**src/rtl/replay_buffer_p.sv**
```systemverilog
`timescale 1ns/1ps
`default_nettype none
// ============================================================================
// Module      : replay_buffer_p
// Description : Link-layer TLP replay buffer. Holds unacknowledged TLPs,
//               purges them on ACK/NAK and streams them out in OUT_W beats on
//               NAK or replay-timer expiry.
//               Optional feature macro: REPLAY_LIMIT_EN (retrain after 3
//               consecutive replays instead of replaying a 4th time).
// Revision    : 1.0 - initial release
// ============================================================================
module replay_buffer_p #(
  parameter int DATA_W = 128,
  parameter int OUT_W  = 16,
  parameter int DEPTH  = 8,
  parameter int SEQ_W  = 12
) (
  input  logic                     clk,
  input  logic                     reset,
  input  logic                     we,
  input  logic [DATA_W-1:0]        din,
  input  logic [SEQ_W-1:0]         seq_in,
  output logic                     ready,
  input  logic [1:0]               acknak,
  input  logic [SEQ_W-1:0]         ack_seq,
  input  logic                     tim_out,
  input  logic                     busy_n,
  output logic [OUT_W-1:0]         dout,
  output logic                     dout_vld,
  output logic                     sof,
  output logic                     eof,
  output logic [$clog2(DEPTH):0]   count,
  output logic                     replaying,
  output logic                     retrain
);

  localparam int c_addr_w = $clog2(DEPTH);
  localparam int c_beats  = DATA_W / OUT_W;
  localparam int c_beat_w = (c_beats > 1) ? $clog2(c_beats) : 1;

  localparam logic [c_addr_w-1:0] c_ptr_one   = 1;
  localparam logic [c_addr_w:0]   c_cnt_one   = 1;
  localparam logic [c_addr_w:0]   c_full      = (c_addr_w+1)'(DEPTH);
  localparam logic [c_beat_w-1:0] c_beat_one  = 1;
  localparam logic [c_beat_w-1:0] c_last_beat = c_beat_w'(c_beats - 1);

  typedef enum logic [2:0] {
    IDLE        = 3'd0,
    PURGE       = 3'd1,
    REPLAY_LOAD = 3'd2,
    REPLAY_SEND = 3'd3,
    REPLAY_NEXT = 3'd4
  } state_t;

  state_t                r_state;
  state_t                w_next_state;

  logic [DATA_W-1:0]     r_mem_data [DEPTH];
  logic [SEQ_W-1:0]      r_mem_seq  [DEPTH];

  logic [c_addr_w-1:0]   r_wr_ptr;
  logic [c_addr_w-1:0]   r_rd_ptr;
  logic [c_addr_w:0]     r_count;
  logic [SEQ_W-1:0]      r_ack_seq;
  logic                  r_nak;
  logic [c_addr_w-1:0]   r_cur;
  // Entries still to send in this pass; fixed at load so later writes are excluded
  // and a completely full buffer (wr_ptr == rd_ptr) is still handled.
  logic [c_addr_w:0]     r_left;
  logic [c_beat_w-1:0]   r_beat;
  logic [1:0]            r_replay_num;
  logic [OUT_W-1:0]      r_dout;
  logic                  r_dout_vld;
  logic                  r_sof;
  logic                  r_eof;
  logic                  r_retrain;

  logic                  w_wr;
  logic [SEQ_W-1:0]      w_diff;
  logic                  w_purge_ok;
  logic                  w_purge;
  logic                  w_latch_ack;
  logic                  w_start;
  logic                  w_limit_hit;
  logic                  w_emit;
  logic                  w_adv;
  logic [DATA_W-1:0]     w_word;
  logic [OUT_W-1:0]      w_chunk;

  assign ready      = (r_count != c_full);
  assign w_wr       = we && ready;
  // Entry is covered by the ACK when (ack - seq) mod 2^SEQ_W is in the lower half
  assign w_diff     = r_ack_seq - r_mem_seq[r_rd_ptr];
  assign w_purge_ok = (r_count != '0) && !w_diff[SEQ_W-1];
  assign w_word     = r_mem_data[r_cur] << (r_beat * OUT_W);
  assign w_chunk    = w_word[DATA_W-1 -: OUT_W];

  always_comb begin
    w_next_state = r_state;
    w_purge      = 1'b0;
    w_latch_ack  = 1'b0;
    w_start      = 1'b0;
    w_limit_hit  = 1'b0;
    w_emit       = 1'b0;
    w_adv        = 1'b0;
    case (r_state)
      IDLE: begin
        if (acknak == 2'b01 || acknak == 2'b10) begin
          w_latch_ack  = 1'b1;
          w_next_state = PURGE;
        end else if (tim_out) begin
          w_next_state = REPLAY_LOAD;
        end
      end
      PURGE: begin
        if (w_purge_ok) begin
          w_purge = 1'b1;
        end else begin
          w_next_state = r_nak ? REPLAY_LOAD : IDLE;
        end
      end
      REPLAY_LOAD: begin
        if (r_count == '0) begin
          w_next_state = IDLE;
`ifdef REPLAY_LIMIT_EN
        end else if (r_replay_num == 2'd3) begin
          w_limit_hit  = 1'b1;
          w_next_state = IDLE;
`endif
        end else begin
          w_start      = 1'b1;
          w_next_state = REPLAY_SEND;
        end
      end
      REPLAY_SEND: begin
        if (busy_n) begin
          w_emit = 1'b1;
          if (r_beat == c_last_beat) begin
            w_next_state = REPLAY_NEXT;
          end
        end
      end
      REPLAY_NEXT: begin
        w_adv        = 1'b1;
        w_next_state = (r_left == c_cnt_one) ? IDLE : REPLAY_SEND;
      end
      default: begin
        w_next_state = IDLE;
      end
    endcase
  end

  always_ff @(posedge clk) begin
    if (reset) begin
      r_state <= IDLE;
    end else begin
      r_state <= w_next_state;
    end
  end

  // Entry storage is intentionally not reset
  always_ff @(posedge clk) begin
    if (w_wr && !reset) begin
      r_mem_data[r_wr_ptr] <= din;
      r_mem_seq[r_wr_ptr]  <= seq_in;
    end
  end

  always_ff @(posedge clk) begin
    if (reset) begin
      r_wr_ptr     <= '0;
      r_rd_ptr     <= '0;
      r_count      <= '0;
      r_ack_seq    <= '0;
      r_nak        <= 1'b0;
      r_cur        <= '0;
      r_left       <= '0;
      r_beat       <= '0;
      r_replay_num <= 2'd0;
      r_dout       <= '0;
      r_dout_vld   <= 1'b0;
      r_sof        <= 1'b0;
      r_eof        <= 1'b0;
      r_retrain    <= 1'b0;
    end else begin
      r_dout_vld <= 1'b0;
      r_retrain  <= 1'b0;

      if (w_wr) begin
        r_wr_ptr <= r_wr_ptr + c_ptr_one;
      end
      if (w_wr && !w_purge) begin
        r_count <= r_count + c_cnt_one;
      end else if (!w_wr && w_purge) begin
        r_count <= r_count - c_cnt_one;
      end

      if (w_latch_ack) begin
        r_ack_seq <= ack_seq;
        r_nak     <= (acknak == 2'b10);
      end

      if (w_purge) begin
        r_rd_ptr     <= r_rd_ptr + c_ptr_one;
        r_replay_num <= 2'd0;
      end

      if (w_start) begin
        r_cur  <= r_rd_ptr;
        r_left <= r_count;
        r_beat <= '0;
        if (r_replay_num != 2'd3) begin
          r_replay_num <= r_replay_num + 2'd1;
        end
      end

      if (w_limit_hit) begin
        r_replay_num <= 2'd0;
        r_retrain    <= 1'b1;
      end

      if (w_emit) begin
        r_dout     <= w_chunk;
        r_dout_vld <= 1'b1;
        r_sof      <= (r_beat == '0);
        r_eof      <= (r_beat == c_last_beat);
        r_beat     <= (r_beat == c_last_beat) ? '0 : r_beat + c_beat_one;
      end else if (r_state != REPLAY_SEND) begin
        r_sof <= 1'b0;
        r_eof <= 1'b0;
      end

      if (w_adv) begin
        r_cur  <= r_cur + c_ptr_one;
        r_left <= r_left - c_cnt_one;
      end
    end
  end

  assign dout      = r_dout;
  assign dout_vld  = r_dout_vld;
  assign sof       = r_sof;
  assign eof       = r_eof;
  assign count     = r_count;
  assign replaying = (r_state == REPLAY_LOAD) || (r_state == REPLAY_SEND) ||
                     (r_state == REPLAY_NEXT);
`ifdef REPLAY_LIMIT_EN
  assign retrain   = r_retrain;
`else
  assign retrain   = 1'b0;
`endif

endmodule
`default_nettype wire

```
**config.mk**
```make
export PLATFORM = sky130hd
export DESIGN_NAME = replay_buffer_p
export DESIGN_NICKNAME = d
export VERILOG_FILES = /design/src/rtl/replay_buffer_p.sv
export SDC_FILE = /design/constraint.sdc
export NUM_CORES = 1
export LEC_CHECK = 0
export ABC_CLOCK_PERIOD_IN_PS = 19200
export BUFFER_PORTS_ARGS = -buffer_cell sky130_fd_sc_hd__buf_2
export CAP_MARGIN = 30
export CORE_UTILIZATION = 60
export DETAILED_ROUTE_END_ITERATION = 6
export HOLD_SLACK_MARGIN = 0.05
export PLACE_DENSITY = 0.78
export SLEW_MARGIN = 20
export SYNTH_ARGS = -nofsm -noshare
export SYNTH_HDL_FRONTEND = slang
export SYNTH_SLANG_ARGS = --single-unit
```
**constraint.sdc**
```tcl
create_clock -name clk -period 19.2 [get_ports clk]
set_input_delay 1.92 -clock clk [delete_from_list [all_inputs] [get_ports clk]]
set_output_delay 1.92 -clock clk [all_outputs]
set_load 0.03 [all_outputs]
```
# == Word-level counts from Yosys, hierarchy flattened ==
# Memories as Yosys holds them, arrays and structs flattened. A register that Yosys moved wholly into a read port is not among the register bits.
# Index checks and enable logic that the tools add are counted.
# totals
input_bits,159
ff_bits,55
memories,2
output_inout_bits,26
mem_bits_rw,1120
elab_cells,96
# memory_table
name,depth,word_bits,read_ports,rd_ports_with_merged_regs,wr,line,text
r_mem_data,8,128,1,1,1,58,logic [DATA_W-1:0] r_mem_data [DEPTH];
r_mem_seq,8,12,1,1,1,59,logic [SEQ_W-1:0] r_mem_seq [DEPTH];
# classes
addsub,8
mux,37
n_eq_ne,14
n_reduce_logical,21
shift,1
# ops
operator,n
128-bit by 7-bit left shift with 128-bit output,1
3-bit 2-to-1 mux,14
4-bit 2-to-1 mux,4
1-bit 2-to-1 mux,15
3-bit one-hot mux with 5 select lines,1
"3-bit by 1-bit adder with 3-bit output, second input constant",4
12-bit subtractor,1
2-bit nonzero test,4
"4-bit by 1-bit subtractor with 4-bit output, second input constant",2
"3-bit by 2-bit == test with 1-bit output, second input constant",2
"3-bit == test, second input constant",2
3-bit zero test,2
2-bit 2-to-1 mux,3
"2-bit != test, second input constant",3
1-bit logical AND,5
"4-bit by 1-bit adder with 4-bit output, second input constant",1
"4-bit by 1-bit == test with 1-bit output, second input constant",1
1-bit zero test,4
4-bit zero test,1
"4-bit != test, second input constant",1
4-bit AND reduction,1
4-bit nonzero test,1
"3-bit by 1-bit == test with 1-bit output, second input constant",1
1-bit logical OR,3
4 further kinds,4

# == Longest topological paths before layout ==
# logic_depth
depth_word,8
ltp_mapped,18
ltp_nobuf,16

# == Least setup slack after synthesis ==
# Ideal clock, no wire load.
# synth_path
kind,input to register
startpoint,input port reset
endpoint,memory r_mem_data[0][0] (enable)
slack_ps,1657
n_path_buf,1
t_required_ps,18169
path_stages,3
setup_ps,1031
t_arrival_ps,16512
cell_sequence,clkbuf_1 -> nor2_1 -> nor4b_1
# synth_between
elab_chain_cells,4
# synth_lines
item,line,text
from (decl),19,"input logic reset,"
1-bit zero test,163,if (w_wr && !reset) begin
1-bit logical AND,163,
1-bit 2-to-1 mux,163,
1-bit 2-to-1 mux (implied by the code),164,r_mem_data[r_wr_ptr] <= din;
to (decl),58,
# Every way passes these cells.

# == Worst setup path after layout ==
# layout_path
startpoint,input port we
endpoint,memory r_mem_data[5][55] (enable)
# layout_between
elab_chain_cells,4
# layout_lines
item,line,text
from (decl),20,"input logic we,"
1-bit logical AND,91,assign w_wr = we && ready;
via w_wr,78,logic w_wr;
1-bit logical AND,163,
1-bit 2-to-1 mux,163,
1-bit 2-to-1 mux (implied by the code),164,
# The timed path passes the listed nets, and every way through them passes these cells.

==> metrics.md <==
| Metric | Value |
|---|---|
| Summed negative setup slack over all endpoints | 0 ns |
| Yosys warning total | 0 |
| Number of enable flip-flop cells after synthesis | 1120 |
| Net count after synthesis | 2096 |
| Logic gate share of total power | 0.091 |
| Detailed-route via count | 21411 |
| Total of cells resized after clock tree synthesis | 0 |
| Endpoint kind of the worst setup timing path | flop |
| First-pass GRT wire length | 146000 µm |
| Remaining design rule violation count | 0 |
| Wire length per cell | 32.1 µm |
| Highest attainable clock frequency | 203 MHz |
| Maximum ir drop on the vdd rail | 93.3 µV |
| Hold Path Class | flop to flop |
| Async set-reset flop share out of synthesis | 0 |
| Compound-Gate Fraction of Synth Area | 0.0130 |
| Width of the die | 276 µm |
| Placement Rows | 100 |
| Number of global-route vias before repair | 21816 |
| Net load switching power | 0.00130 W |
| Port-buffer cells | 183 |
| Grt total ovfl | 0 |
| Run status | completed |
| Drt via density | 6.65 |
| Critical-path cell with the highest stage delay | buf_4 |
| Clock Latency Late Sink | 0.69 ns |
| Max_slew headroom | 0.196 |
| TritonCTS Buffers | 111 |
| CP arrival | 5.29 ns |
| Worst stage delay on the critical path | 0.82 ns |
| Syn Inst Count | 1914 |
| Data required time at the worst endpoint | 19.55 ns |
| Final GP Congestion | 0.836 |
| Number of synthesized register bits | 1181 |
| Final setup violation count | 0 |
| Worst setup path category | primary input to flop |
| Number of clock sinks | 1181 |
| Max Transition Viols Final | 0 |
| Power density normalized to cell area | 112 nW/µm² |
| Utilization of the core after routing | 0.686 |
| R2r setup slk | 14.43 ns |
| Unrepaired setup endpoints after global routing | no |
| CTS H-tree depth | 3 |
| Number of nets in the final layout | 2325 |
| Critical Path Fanout Max | 51 |
| I/O Pins | 185 |
| Min Tclk post-route | 4.93 ns |
| Drt pass-1 iters | 5 |
| Initial Util | 0.606 |
| Share of total power in sequential cells | 0.521 |
| Root buffer selected by CTS | clkbuf_16 |
| Longest Clk Path Bufs | 3 |
| Multiplexer area fraction after synthesis | 0.183 |
| Initial antenna violation count | 24 |
| TritonCTS clock tree | yes |
| Arithmetic-cell share of the synthesized area counting full adders, half adders and majority gates | 0.00656 |
| Sequential share of the synthesized area | 0.774 |
| Die area | 76200 µm² |
| Netlist Area Pre-Place | 45000 µm² |
| Global-route usage over all layers | 0.268 |
| Leading register cell type out of synthesis | edfxtp_1 |
| Cell internal power dissipation | 0.00441 W |
| Sw Ratio | 0.227 |
| Clk network pwr share | 0.388 |
| Share of final-layout standard cells stronger than drive strength 1 | 0.332 |
| Die Y-Extent | 276 µm |
| Fraction of the mapped netlist area in simple logic gates | 0.0122 |
| Detailed-placement wirelength estimate | 51400 µm |
| Worst-Margin Slew | 1.21 ns |
| Worst setup skew after layout | 0.0338 ns |
| Leakage component of the power | 15.9 nW |
| Post-CTS Setup Inserts | 0 |
| Combinational family with the most area after synthesis | multiplexers |
| Clock slew at the register clock pins of the worst setup and hold paths | 0.06 ns |
| Library cells used by synthesis | 49 |
| Area growth, synth to finish | 13.2% |
| Largest net degree at the start of global routing | 141 |
| Total wirelength of the detailed-routed design | 103000 µm |
| Mean instance size in the synthesized netlist | 23.5 µm² |
| Crit-path cells | buf_2 -> nand2_1 -> inv_1 -> nand2_1 -> nor2_4 -> buf_4 -> buf_4 -> buf_12 |
| Part of the cycle the worst path needs | 0.257 |
| Hold buffer count at cts | 0 |
| Iter 0 DRT Violations | 2208 |
| Number of nets still failing antenna checks after routing | 0 |
| Launching element type of the critical path | primary input |
| Final count of hold timing violations | 0 |
| Placeable core region | 74300 µm² |
| MaxCap Viol Count | 0 |
| Synthesized-area fraction occupied by xor and xnor cells | 0.00117 |
[per-stage QoR]
stage	hold WS (ns)	power (W)	setup slack, ns	instances	cell area, µm²
CTS	0.457	0.00573	14.24	3203	50900
global route	0.478	0.00586	14.13	3212	51000
finish	0.459	0.00571	14.27	3218	51000
global placement	0.434	0.00351	13.45	2991	47000
detailed placement	0.441	0.00354	13.53	2995	47200
floorplan	0.436	0.00338	1.66	1914	45000
[worst max-delay path: cells and delay by family]
family	cells	cell delay, ns
buf+inv	5	2.05
simple gates	3	1.22
[logic make-up after synthesis]
group / Yosys count
adders and majority gates: 23
buffers and inverters: 105
AOI/OAI and AO/OA: 92
muxes: 391
xor gates and xnor gates: 6
and+or+nand+nor: 115
other: 1
DFF: 1181
[metal layers]
layer  GRT usage  vias to the layer above  share of wire
met1       0.355                    11386           0.37
met4      0.0852                       20          0.031
met3      0.0539                      217          0.076
met2       0.454                     1119           0.52
met5           0                        -         0.0014
li1            -                     8669              -
[cell type report]
type	instances	area, µm²
multi-input cells	628	9780
fillers	4357	23300
well taps	969	1210
clock buffers	140	3010
inverters	8	30.0
clock inverters	68	686
repair buffers	213	1360
diodes	11	27.5
flip-flops and latches	1181	34900
[synthesized netlist by cell type (2+ instances only)]
library cell | number | area share
a211oi_1 | 2 | 0.00033
a21o_1 | 21 | 0.0035
a21oi_1 | 31 | 0.0034
a221oi_1 | 3 | 0.00058
a2bb2oi_1 | 2 | 0.00039
a31oi_1 | 3 | 0.00042
and4_1 | 3 | 0.00058
buf_1 | 11 | 0.00092
buf_2 | 24 | 0.0027
buf_4 | 6 | 0.0010
buf_6 | 4 | 0.0010
clkbuf_1 | 52 | 0.0043
dfxtp_1 | 61 | 0.027
edfxtp_1 | 1120 | 0.75
ha_1 | 22 | 0.0061
inv_1 | 8 | 0.00067
mux2_2 | 2 | 0.00050
mux2i_1 | 45 | 0.010
mux4_2 | 344 | 0.17
nand2_1 | 44 | 0.0037
nand2b_1 | 4 | 0.00056
nand3_1 | 8 | 0.00089
nand3b_1 | 4 | 0.00067
nor2_1 | 27 | 0.0023
nor3_1 | 8 | 0.00089
nor3b_1 | 3 | 0.00050
nor4_1 | 4 | 0.00056
o21ai_0 | 7 | 0.00078
o22ai_1 | 16 | 0.0022
or3_1 | 2 | 0.00028
xnor2_1 | 4 | 0.00078
xor2_1 | 2 | 0.00039
[state kept, by name, summed over array words and instances, names as in the netlist, 4 cells and up, named ones only]
name and count:
r_ack_seq 12, r_mem_data 1024, r_mem_seq 96, count 4
r_left 4, dout 16
[final timing paths]
path | end | startpoint | cells past startpoint
setup / recovery | r_mem_data[5][55] | we | 8
hold / removal | r_nak | r_nak | 2
setup reg to reg | count[3] | flop | 17
hold reg to reg | r_nak | r_nak | 2
[cell usage in the layout, fill, tap and decap left out, drive strengths merged, types with 2 or more instances in the layout]
| cell | count |
|---|---|
| a221oi | 3 |
| or3 | 2 |
| inv | 14 |
| nor4 | 4 |
| mux4 | 344 |
| edfxtp | 1120 |
| a21o | 21 |
| o21ai | 8 |
| mux2 | 2 |
| nand2b | 4 |
| a211oi | 3 |
| a2bb2oi | 2 |
| o22ai | 16 |
| bufinv | 12 |
| diode | 11 |
| ha | 22 |
| nand3b | 4 |
| mux2i | 45 |
| clkinvlp | 6 |
| a21oi | 31 |
| and4 | 3 |
| a31oi | 3 |
| nand2 | 44 |
| clkinv | 44 |
| nor3 | 8 |
| nor2 | 27 |
| nor3b | 3 |
| xor2 | 2 |
| nand3 | 8 |
| xnor2 | 4 |
| clkbuf | 140 |
| dfxtp | 61 |
| buf | 213 |
[power groups by stage]
stage               Sequential, W  Combinational [W]  Clock [W]
floorplan                 0.00304           0.000335          0
global placement          0.00302           0.000490          0
detailed placement        0.00302           0.000512          0
CTS                       0.00297           0.000520    0.00223
global route              0.00298           0.000553    0.00233
finish                    0.00298           0.000520    0.00222
Note: power is estimated with default switching activity, not from simulation.
